<file path="src/rtl/uart_tx_arbiter.sv">
// Round-robin arbiter sharing one 9N1 uart_tx between NUM_REQ requesters.
// Optional watchdog: define UART_TX_ARBITER_WATCHDOG_EN.
module uart_tx_arbiter #(
  parameter int NUM_REQ     = 4,
  parameter int WDOG_CYCLES = 8192
) (
  input  logic                 clock,
  input  logic                 reset_n,
  input  logic [NUM_REQ-1:0]   req,
  input  logic [NUM_REQ*9-1:0] req_data,
  output logic [NUM_REQ-1:0]   ack,
  output logic                 uart_send,
  output logic [8:0]           uart_data,
  input  logic                 uart_ready,
  output logic                 busy,
  output logic                 timeout
);

  localparam int IW = $clog2(NUM_REQ);

  typedef enum logic [1:0] {
    IDLE,
    SEND,
    WAIT_LOW,
    WAIT_HIGH
  } state_t;

  if (NUM_REQ < 2 || NUM_REQ > 16 || WDOG_CYCLES < 3) begin : g_bad_param
    $error("uart_tx_arbiter: parameter out of range");
  end

  state_t        state;
  logic [IW-1:0] last;
  logic [IW-1:0] win;
  logic [IW-1:0] cand;
  logic          found;
  logic [8:0]    words [NUM_REQ];

  for (genvar g = 0; g < NUM_REQ; g++) begin : g_words
    assign words[g] = req_data[9*g +: 9];
  end

  // First active requester after the last winner, wrapping around.
  always_comb begin
    win   = last;
    cand  = last;
    found = 1'b0;
    for (int i = 1; i <= NUM_REQ; i++) begin
      cand = IW'((int'(last) + i) % NUM_REQ);
      if (!found && req[cand]) begin
        found = 1'b1;
        win   = cand;
      end
    end
  end

  logic grant;
  assign grant = (state == IDLE) && uart_ready && found;

`ifdef UART_TX_ARBITER_WATCHDOG_EN
  localparam int CW = $clog2(WDOG_CYCLES);
  logic [CW-1:0] wcnt;
  logic          waiting;
  logic          wdog_hit;
  assign waiting  = (state == WAIT_LOW) || (state == WAIT_HIGH);
  // Abort lands so timeout is seen WDOG_CYCLES cycles after the send pulse.
  assign wdog_hit = waiting && (wcnt == CW'(WDOG_CYCLES - 2));
`else
  assign timeout = 1'b0;
`endif

  always_ff @(posedge clock or negedge reset_n) begin
    if (!reset_n) begin
      state     <= IDLE;
      ack       <= '0;
      uart_send <= 1'b0;
      uart_data <= '0;
      busy      <= 1'b0;
      last      <= IW'(NUM_REQ - 1);
`ifdef UART_TX_ARBITER_WATCHDOG_EN
      timeout   <= 1'b0;
      wcnt      <= '0;
`endif
    end else begin
      ack       <= '0;
      uart_send <= 1'b0;
      unique case (state)
        IDLE: begin
          if (grant) begin
            uart_data <= words[win];
            last      <= win;
            ack       <= NUM_REQ'(1) << win;
            uart_send <= 1'b1;
            busy      <= 1'b1;
            state     <= SEND;
          end
        end
        SEND: state <= WAIT_LOW;
        WAIT_LOW: begin
          if (!uart_ready) state <= WAIT_HIGH;
        end
        WAIT_HIGH: begin
          if (uart_ready) begin
            state <= IDLE;
            busy  <= 1'b0;
          end
        end
        default: state <= IDLE;
      endcase
`ifdef UART_TX_ARBITER_WATCHDOG_EN
      timeout <= 1'b0;
      if (waiting) wcnt <= wcnt + 1'b1;
      else         wcnt <= '0;
      if (wdog_hit) begin
        state   <= IDLE;
        busy    <= 1'b0;
        timeout <= 1'b1;
      end
`endif
    end
  end

endmodule

</file>
<file path="config.mk">
export PLATFORM = sky130hd
export DESIGN_NAME = uart_tx_arbiter
export DESIGN_NICKNAME = d
export VERILOG_FILES = /design/src/rtl/uart_tx_arbiter.sv
export SDC_FILE = /design/constraint.sdc
export NUM_CORES = 1
export LEC_CHECK = 0
export CELL_PAD_IN_SITES_DETAIL_PLACEMENT = 1
export CELL_PAD_IN_SITES_GLOBAL_PLACEMENT = 1
export CORE_MARGIN = 8
export CORE_UTILIZATION = 34
export DETAILED_ROUTE_END_ITERATION = 16
export PLACE_DENSITY = 0.85
export SLEW_MARGIN = 0
export SYNTH_ARGS = -nofsm -noshare
export SYNTH_HDL_FRONTEND = slang
export SYNTH_SLANG_ARGS = --single-unit
</file>
<file path="constraint.sdc">
create_clock -name clock -period 4.3 [get_ports clock]
set_clock_uncertainty 0.2 [all_clocks]
set_input_delay 0.43 -clock clock [delete_from_list [all_inputs] [get_ports clock]]
set_output_delay 0.43 -clock clock [all_outputs]
set_load 0.01 [all_outputs]
</file>
Word level (Yosys, flattened, before mapping)
Index checks and enable logic that the tools add are counted.
{"block": "word_totals", "word_cells": 66, "inputBits": 43, "output_inout_bits": 16, "register_bits": 19}
{"block": "op_classes", "n_eq_ne": 6, "order_cmp": 5, "muxes": 30, "n_addsub": 4, "shifts": 1, "n_reduce_logical": 13, "bitwise": 1}
{"cell": "binary-select mux 9 bit (select 2 bit)", "count": 1}
{"cell": "two-way mux 9 bit", "count": 2}
{"cell": "two-way mux 2 bit", "count": 7}
{"cell": "less-than comparator 2 x 3 -> 1 bit, second input constant", "count": 4}
{"cell": "two-way mux 1 bit", "count": 12}
{"cell": "binary-select mux 1 bit (select 2 bit)", "count": 4}
{"cell": "two-way mux 4 bit", "count": 2}
{"cell": "one-hot mux 2 bit (4 select lines)", "count": 1}
{"cell": "!= test 2 bit, second input constant", "count": 3}
{"cell": "AND reduction 3 bit", "count": 2}
{"cell": "logical AND 1 bit", "count": 5}
{"cell": "adder 2 x 1 -> 2 bit, second input constant", "count": 2}
{"cell": "adder 2 bit, second input constant", "count": 2}
{"cell": "equality test 2 bit, second input constant", "count": 2}
{"cell": "<< shifter 1 x 2 -> 4 bit, first input constant", "count": 1}
{"cell": "greater-or-equal comparator 3 bit, second input constant", "count": 1}
{"cell": "logical NOT 1 bit", "count": 3}
{"cell": "NOT 2 -> 3 bit", "count": 1}
{"cell": "equality test 2 x 1 -> 1 bit, second input constant", "count": 1}
{"cell": "logical NOT 2 bit", "count": 1}
{"cell": "one-hot mux 1 bit (2 select lines)", "count": 1}
{"cell": "AND reduction 2 bit", "count": 1}
{"cell": "nonzero test 2 bit", "count": 1}

Longest topological paths before layout
{"block": "logic_depth", "depth_word": 17, "mapped_depth": 7, "mapped_depth_nobuf": 6}

Least setup slack after synthesis
No wires, ideal clock.
{"block": "synth_path", "kind": "register -> register", "from": "register last[0]", "to": "register uart_data[6]", "slack_ps": 2519, "path_buffers": 2, "t_arrival_ps": 1452, "setup_time_ps": 129, "stages_incl_launch_ff": 8, "period_less_slack_ps": 1781, "required_time_ps": 3971, "cell_sequence": "dfstp_2 nand2b_2 a21oi_2 buf_6 buf_6 o21a_1 a211oi_2 o31ai_2"}
{"block": "synth_via", "elab_chain_cells": 17, "elab_cells_between_ends": 32, "cone_classes": "add/sub (4); mux (19); bitwise (1); reduce/logical (8)"}
{"element": "from (decl)", "line_no": "33", "source": "logic [IW-1:0] last;"}
{"element": "from (signal assigned)", "line_no": "79", "source": "last <= IW'(NUM_REQ - 1);"}
{"element": "from (signal assigned)", "line_no": "91", "source": "last <= win;"}
{"element": "adder 2 x 1 -> 2 bit", "line_no": "49", "source": "cand = IW'((int'(last) + i) % NUM_REQ);"}
{"element": "binary-select mux 1 bit (select 2 bit)", "line_no": "50", "source": "if (!found && req[cand]) begin"}
{"element": "two-way mux 1 bit (implied by the code)", "line_no": "50"}
{"element": "two-way mux 1 bit", "line_no": "50"}
{"element": "logical NOT 1 bit", "line_no": "50"}
{"element": "logical AND 1 bit", "line_no": "50"}
{"element": "two-way mux 1 bit", "line_no": "50"}
{"element": "logical NOT 1 bit", "line_no": "50"}
{"element": "logical AND 1 bit", "line_no": "50"}
{"element": "two-way mux 1 bit", "line_no": "50"}
{"element": "logical NOT 1 bit", "line_no": "50"}
{"element": "logical AND 1 bit", "line_no": "50"}
{"element": "two-way mux 2 bit", "line_no": "50"}
{"element": "NOT 2 -> 3 bit (implied by the code)", "line_no": "90", "source": "uart_data <= words[win];"}
{"element": "binary-select mux 9 bit (select 2 bit)", "line_no": "90"}
{"element": "two-way mux 9 bit (implied by the code) (2 in series)", "line_no": "90"}
{"element": "to (signal assigned)", "line_no": "90"}
{"element": "to (decl)", "line_no": "13", "source": "output logic [8:0] uart_data,"}
Parallel ways exist; a longest one is shown, timed or not. The select of a mux whose other input is x is not followed.
A chain may end at the register's enable or synchronous reset.

Worst setup path in the final report
{"block": "layout_path", "from": "input port req[3]", "to": "register uart_data[6]"}
{"block": "layout_via", "elab_chain_cells": 16, "elab_cells_between_ends": 28, "cone_classes": "mux (19); bitwise (1); reduce/logical (8)"}
{"element": "from (decl)", "line_no": "9", "source": "input logic [NUM_REQ-1:0] req,"}
{"element": "binary-select mux 1 bit (select 2 bit)", "line_no": "50"}
{"element": "two-way mux 1 bit (implied by the code)", "line_no": "50"}
{"element": "two-way mux 1 bit", "line_no": "50"}
{"element": "logical NOT 1 bit", "line_no": "50"}
{"element": "logical AND 1 bit", "line_no": "50"}
{"element": "two-way mux 1 bit", "line_no": "50"}
{"element": "logical NOT 1 bit", "line_no": "50"}
{"element": "logical AND 1 bit", "line_no": "50"}
{"element": "two-way mux 1 bit", "line_no": "50"}
{"element": "logical NOT 1 bit", "line_no": "50"}
{"element": "logical AND 1 bit", "line_no": "50"}
{"element": "two-way mux 2 bit", "line_no": "50"}
{"element": "NOT 2 -> 3 bit (implied by the code)", "line_no": "90"}
{"element": "binary-select mux 9 bit (select 2 bit)", "line_no": "90"}
{"element": "two-way mux 9 bit (implied by the code) (2 in series)", "line_no": "90"}
Parallel ways exist; a longest one is shown, timed or not. The select of a mux whose other input is x is not followed.

==> impl_metrics.ini <==
[status]
status = completed

[setup_path]
cp.arrival_ns = 2.65
reg2reg_slack_ns = 1.79
cp_top_family = buffers and inverters
worstPathRequired_ns = 4.27
timing.rr.start = last[0]
max_stage_delay_ns = 0.53
worstPathCellList = clkdlybuf4s50_1, inv_2, o221a_2, nor2_2, buf_4, a211oi_1, o31ai_2
r2r_end = uart_data[6]
path_buf_inv = 3
cp-end-kind = flip-flop
path_class = in -> reg
path_max_fanout = 20
cp_slowest_cell = clkdlybuf4s50_1
start_kind = input port
rr_worst_depth = 7

[placement]
place.gp.congestion = 0.738
portBuffers = 57
hpwl_mm = 3.45

[layout]
layout-drive-gt1-share_pct = 22.7
final_util_pct = 50.1
synthToLayoutAreaGrowth_pct = 44.4
antenna_cells = 0
nNetsFinal = 229

[clock_tree]
clk_pin_slew_ns = 0.08
cts.repair.resized = 0
cts_buffers = 3
cts_tree = done
root_buffer = clkbuf_8
clk_path_buf_depth = 2
ctsHtreeMaxLevel = 1
clk_latency_ns = 0.26
cts_setup_buffers = 0
clkSinkCount = 19
cts_hold_buf = 0

[sta]
slew-limit-headroom_pct = 24.0
setup_viol = 0
finalCritPeriodShare_pct = 62.4
max_freq_mhz = 373
setup_tns_ns = 0
drv_slew = 0
tightest_slew_ns = 1.14
min_period_ns = 2.68
rsz0062_at_grt = false
hold_viol_final = 0

[yosys]
ys_ff_latch = 19
async_flop_share_pct = 100
netlist_instances = 129
synth_edf_count = 0
yosysUniqueCellTypes = 36
netlist_area_mm2 = 0.00137
ys.flop_type = dfrtp_1
synth.avg_cell_area_um2 = 10.6
synth_common_cells = o21a_1 (18), dfrtp_1 (17), a211oi_2 (16)
yosys-top-cells-area = dfrtp_1 (31%), a211oi_2 (15%), o21a_1 (9.9%)
yosysMostFrequentCell = o21a_1
ys_seq_area_share_pct = 34.9
yosysTopAreaCell = dfrtp_1
syn_nets = 176
yosys_warnings = 0
synth_top_area_share_pct = 31.1

[pwr]
p_per_area_mw_per_mm2 = 586
ir_worst_vdd_v = 0.000218
leakagePower_uw = 0.000757

[routing]
first_pass_iters = 4
viasPerCell = 5.28
drc = 0
wl_per_cell_um = 18.8
wirelength_mm = 4.35
num_vias = 1219
drt-initial-drc-count = 88
antenna_left = 0

[grt]
antenna_found_initial = 0
grt-ovfl-total = 0
grt_usage_pct = 13.3
grt_max_degree = 28
grt_pass1_vias = 1384
grt_pass1_wl_mm = 6.80

[floorplanning]
fp.dieW_um = 79.4
num_io_pins = 59
dieArea_mm2 = 0.00631
start_util_pct = 34.7
fp.coreArea_mm2 = 0.00394
die_h_um = 79.4
row_count = 23

[run]
drv_cap = 0

[worst_hold_path]
hp-class = reg -> reg
holdPathStages = 2
whs_endpoint = uart_data[2]
min_from = uart_data[2]
per-stage QoR:
stage | instances | hold WS [ns] | cell area (um2) | worst slack [ns] | power, uW
3_3_place_gp | 227 | 0.273 | 1930 | 1.48 | 985
2_1_floorplan | 129 | -0.0656 | 1370 | 2.52 | 814
6_report | 231 | 0.296 | 1970 | 1.62 | 1160
3_5_place_dp | 227 | 0.282 | 1930 | 1.33 | 1040
4_1_cts | 231 | 0.301 | 1970 | 1.62 | 1170
5_1_grt | 231 | 0.322 | 1970 | 1.44 | 1230
layout make-up:
cell class	count	area, um2
fill	432	1970
inverter	5	18.8
tap	50	62.6
timing repair buffer	59	586
multi-input combinational	94	781
sequential	19	478
clock buffer	3	41.3
clock inverter	1	7.51
power by group:
part           internal, uW  total (uW)  switching, uW
Combinational           329         710            380
Clock                  65.4         132           66.4
Sequential              258         315           57.0
flip-flops by register name (all words and copies together), names as in the netlist:
name and count:
ack 4, state 2, uart_data 9, busy 1
uart_send 1, last 2
worst max-delay path by stage:
stage	from	to	slack, ns	depth (start not counted)
after global routing	req[3]	uart_data[7]	1.44	7
after floorplan	last[0]	uart_data[6]	2.52	7
after CTS	req[3]	uart_data[7]	1.62	7
final	req[3]	uart_data[6]	1.62	7
after global placement	req[3]	uart_data[6]	1.48	7
after detailed placement	req[3]	uart_data[6]	1.33	7
per-layer routing:
metal	global-route usage, %	up-vias	share of wire [%]
met2	23.4	38	50
met1	15.9	597	44
met3	3.04	4	5.7
li1	-	580	-
met5	0	-	0
met4	2.78	0	0.37
cell usage in the layout, fill, tap and decap left out, drive strengths merged, types with 3 or more instances in the layout:
| master | synthesis | layout |
|---|---|---|
| nand2 | 15 | 15 |
| dfrtp | 17 | 17 |
| o31ai | 10 | 10 |
| nor2 | 3 | 3 |
| o21ai | 3 | 3 |
| inv | 5 | 5 |
| a21oi | 3 | 3 |
| o21a | 18 | 18 |
| clkdlybuf4s50 | 0 | 57 |
| clkbuf | 1 | 3 |
| nor3 | 4 | 4 |
| a211oi | 18 | 18 |
| ha | 4 | 4 |
logic make-up after synthesis:
kind of cell | after synthesis | synth area share [%]
AO/OA/AOI/OAI | 58 | 41.6
AND/OR/NAND/NOR | 30 | 10.5
flip-flops | 19 | 34.9
buffers and inverters | 16 | 8.14
adder cells (fa/ha/maj) | 4 | 3.66
multiplexers | 1 | 0.823
other | 1 | 0.274
worst reg2reg max path, delay by kind of cell, from the launching register on:
family,cells,cell delay [ns]
AOI/OAI and AO/OA,3,0.43
and+or+nand+nor,2,0.68
buffers and inverters,2,0.53
DFF,1,0.59
No activity file was read; power rests on OpenSTA's default activity.
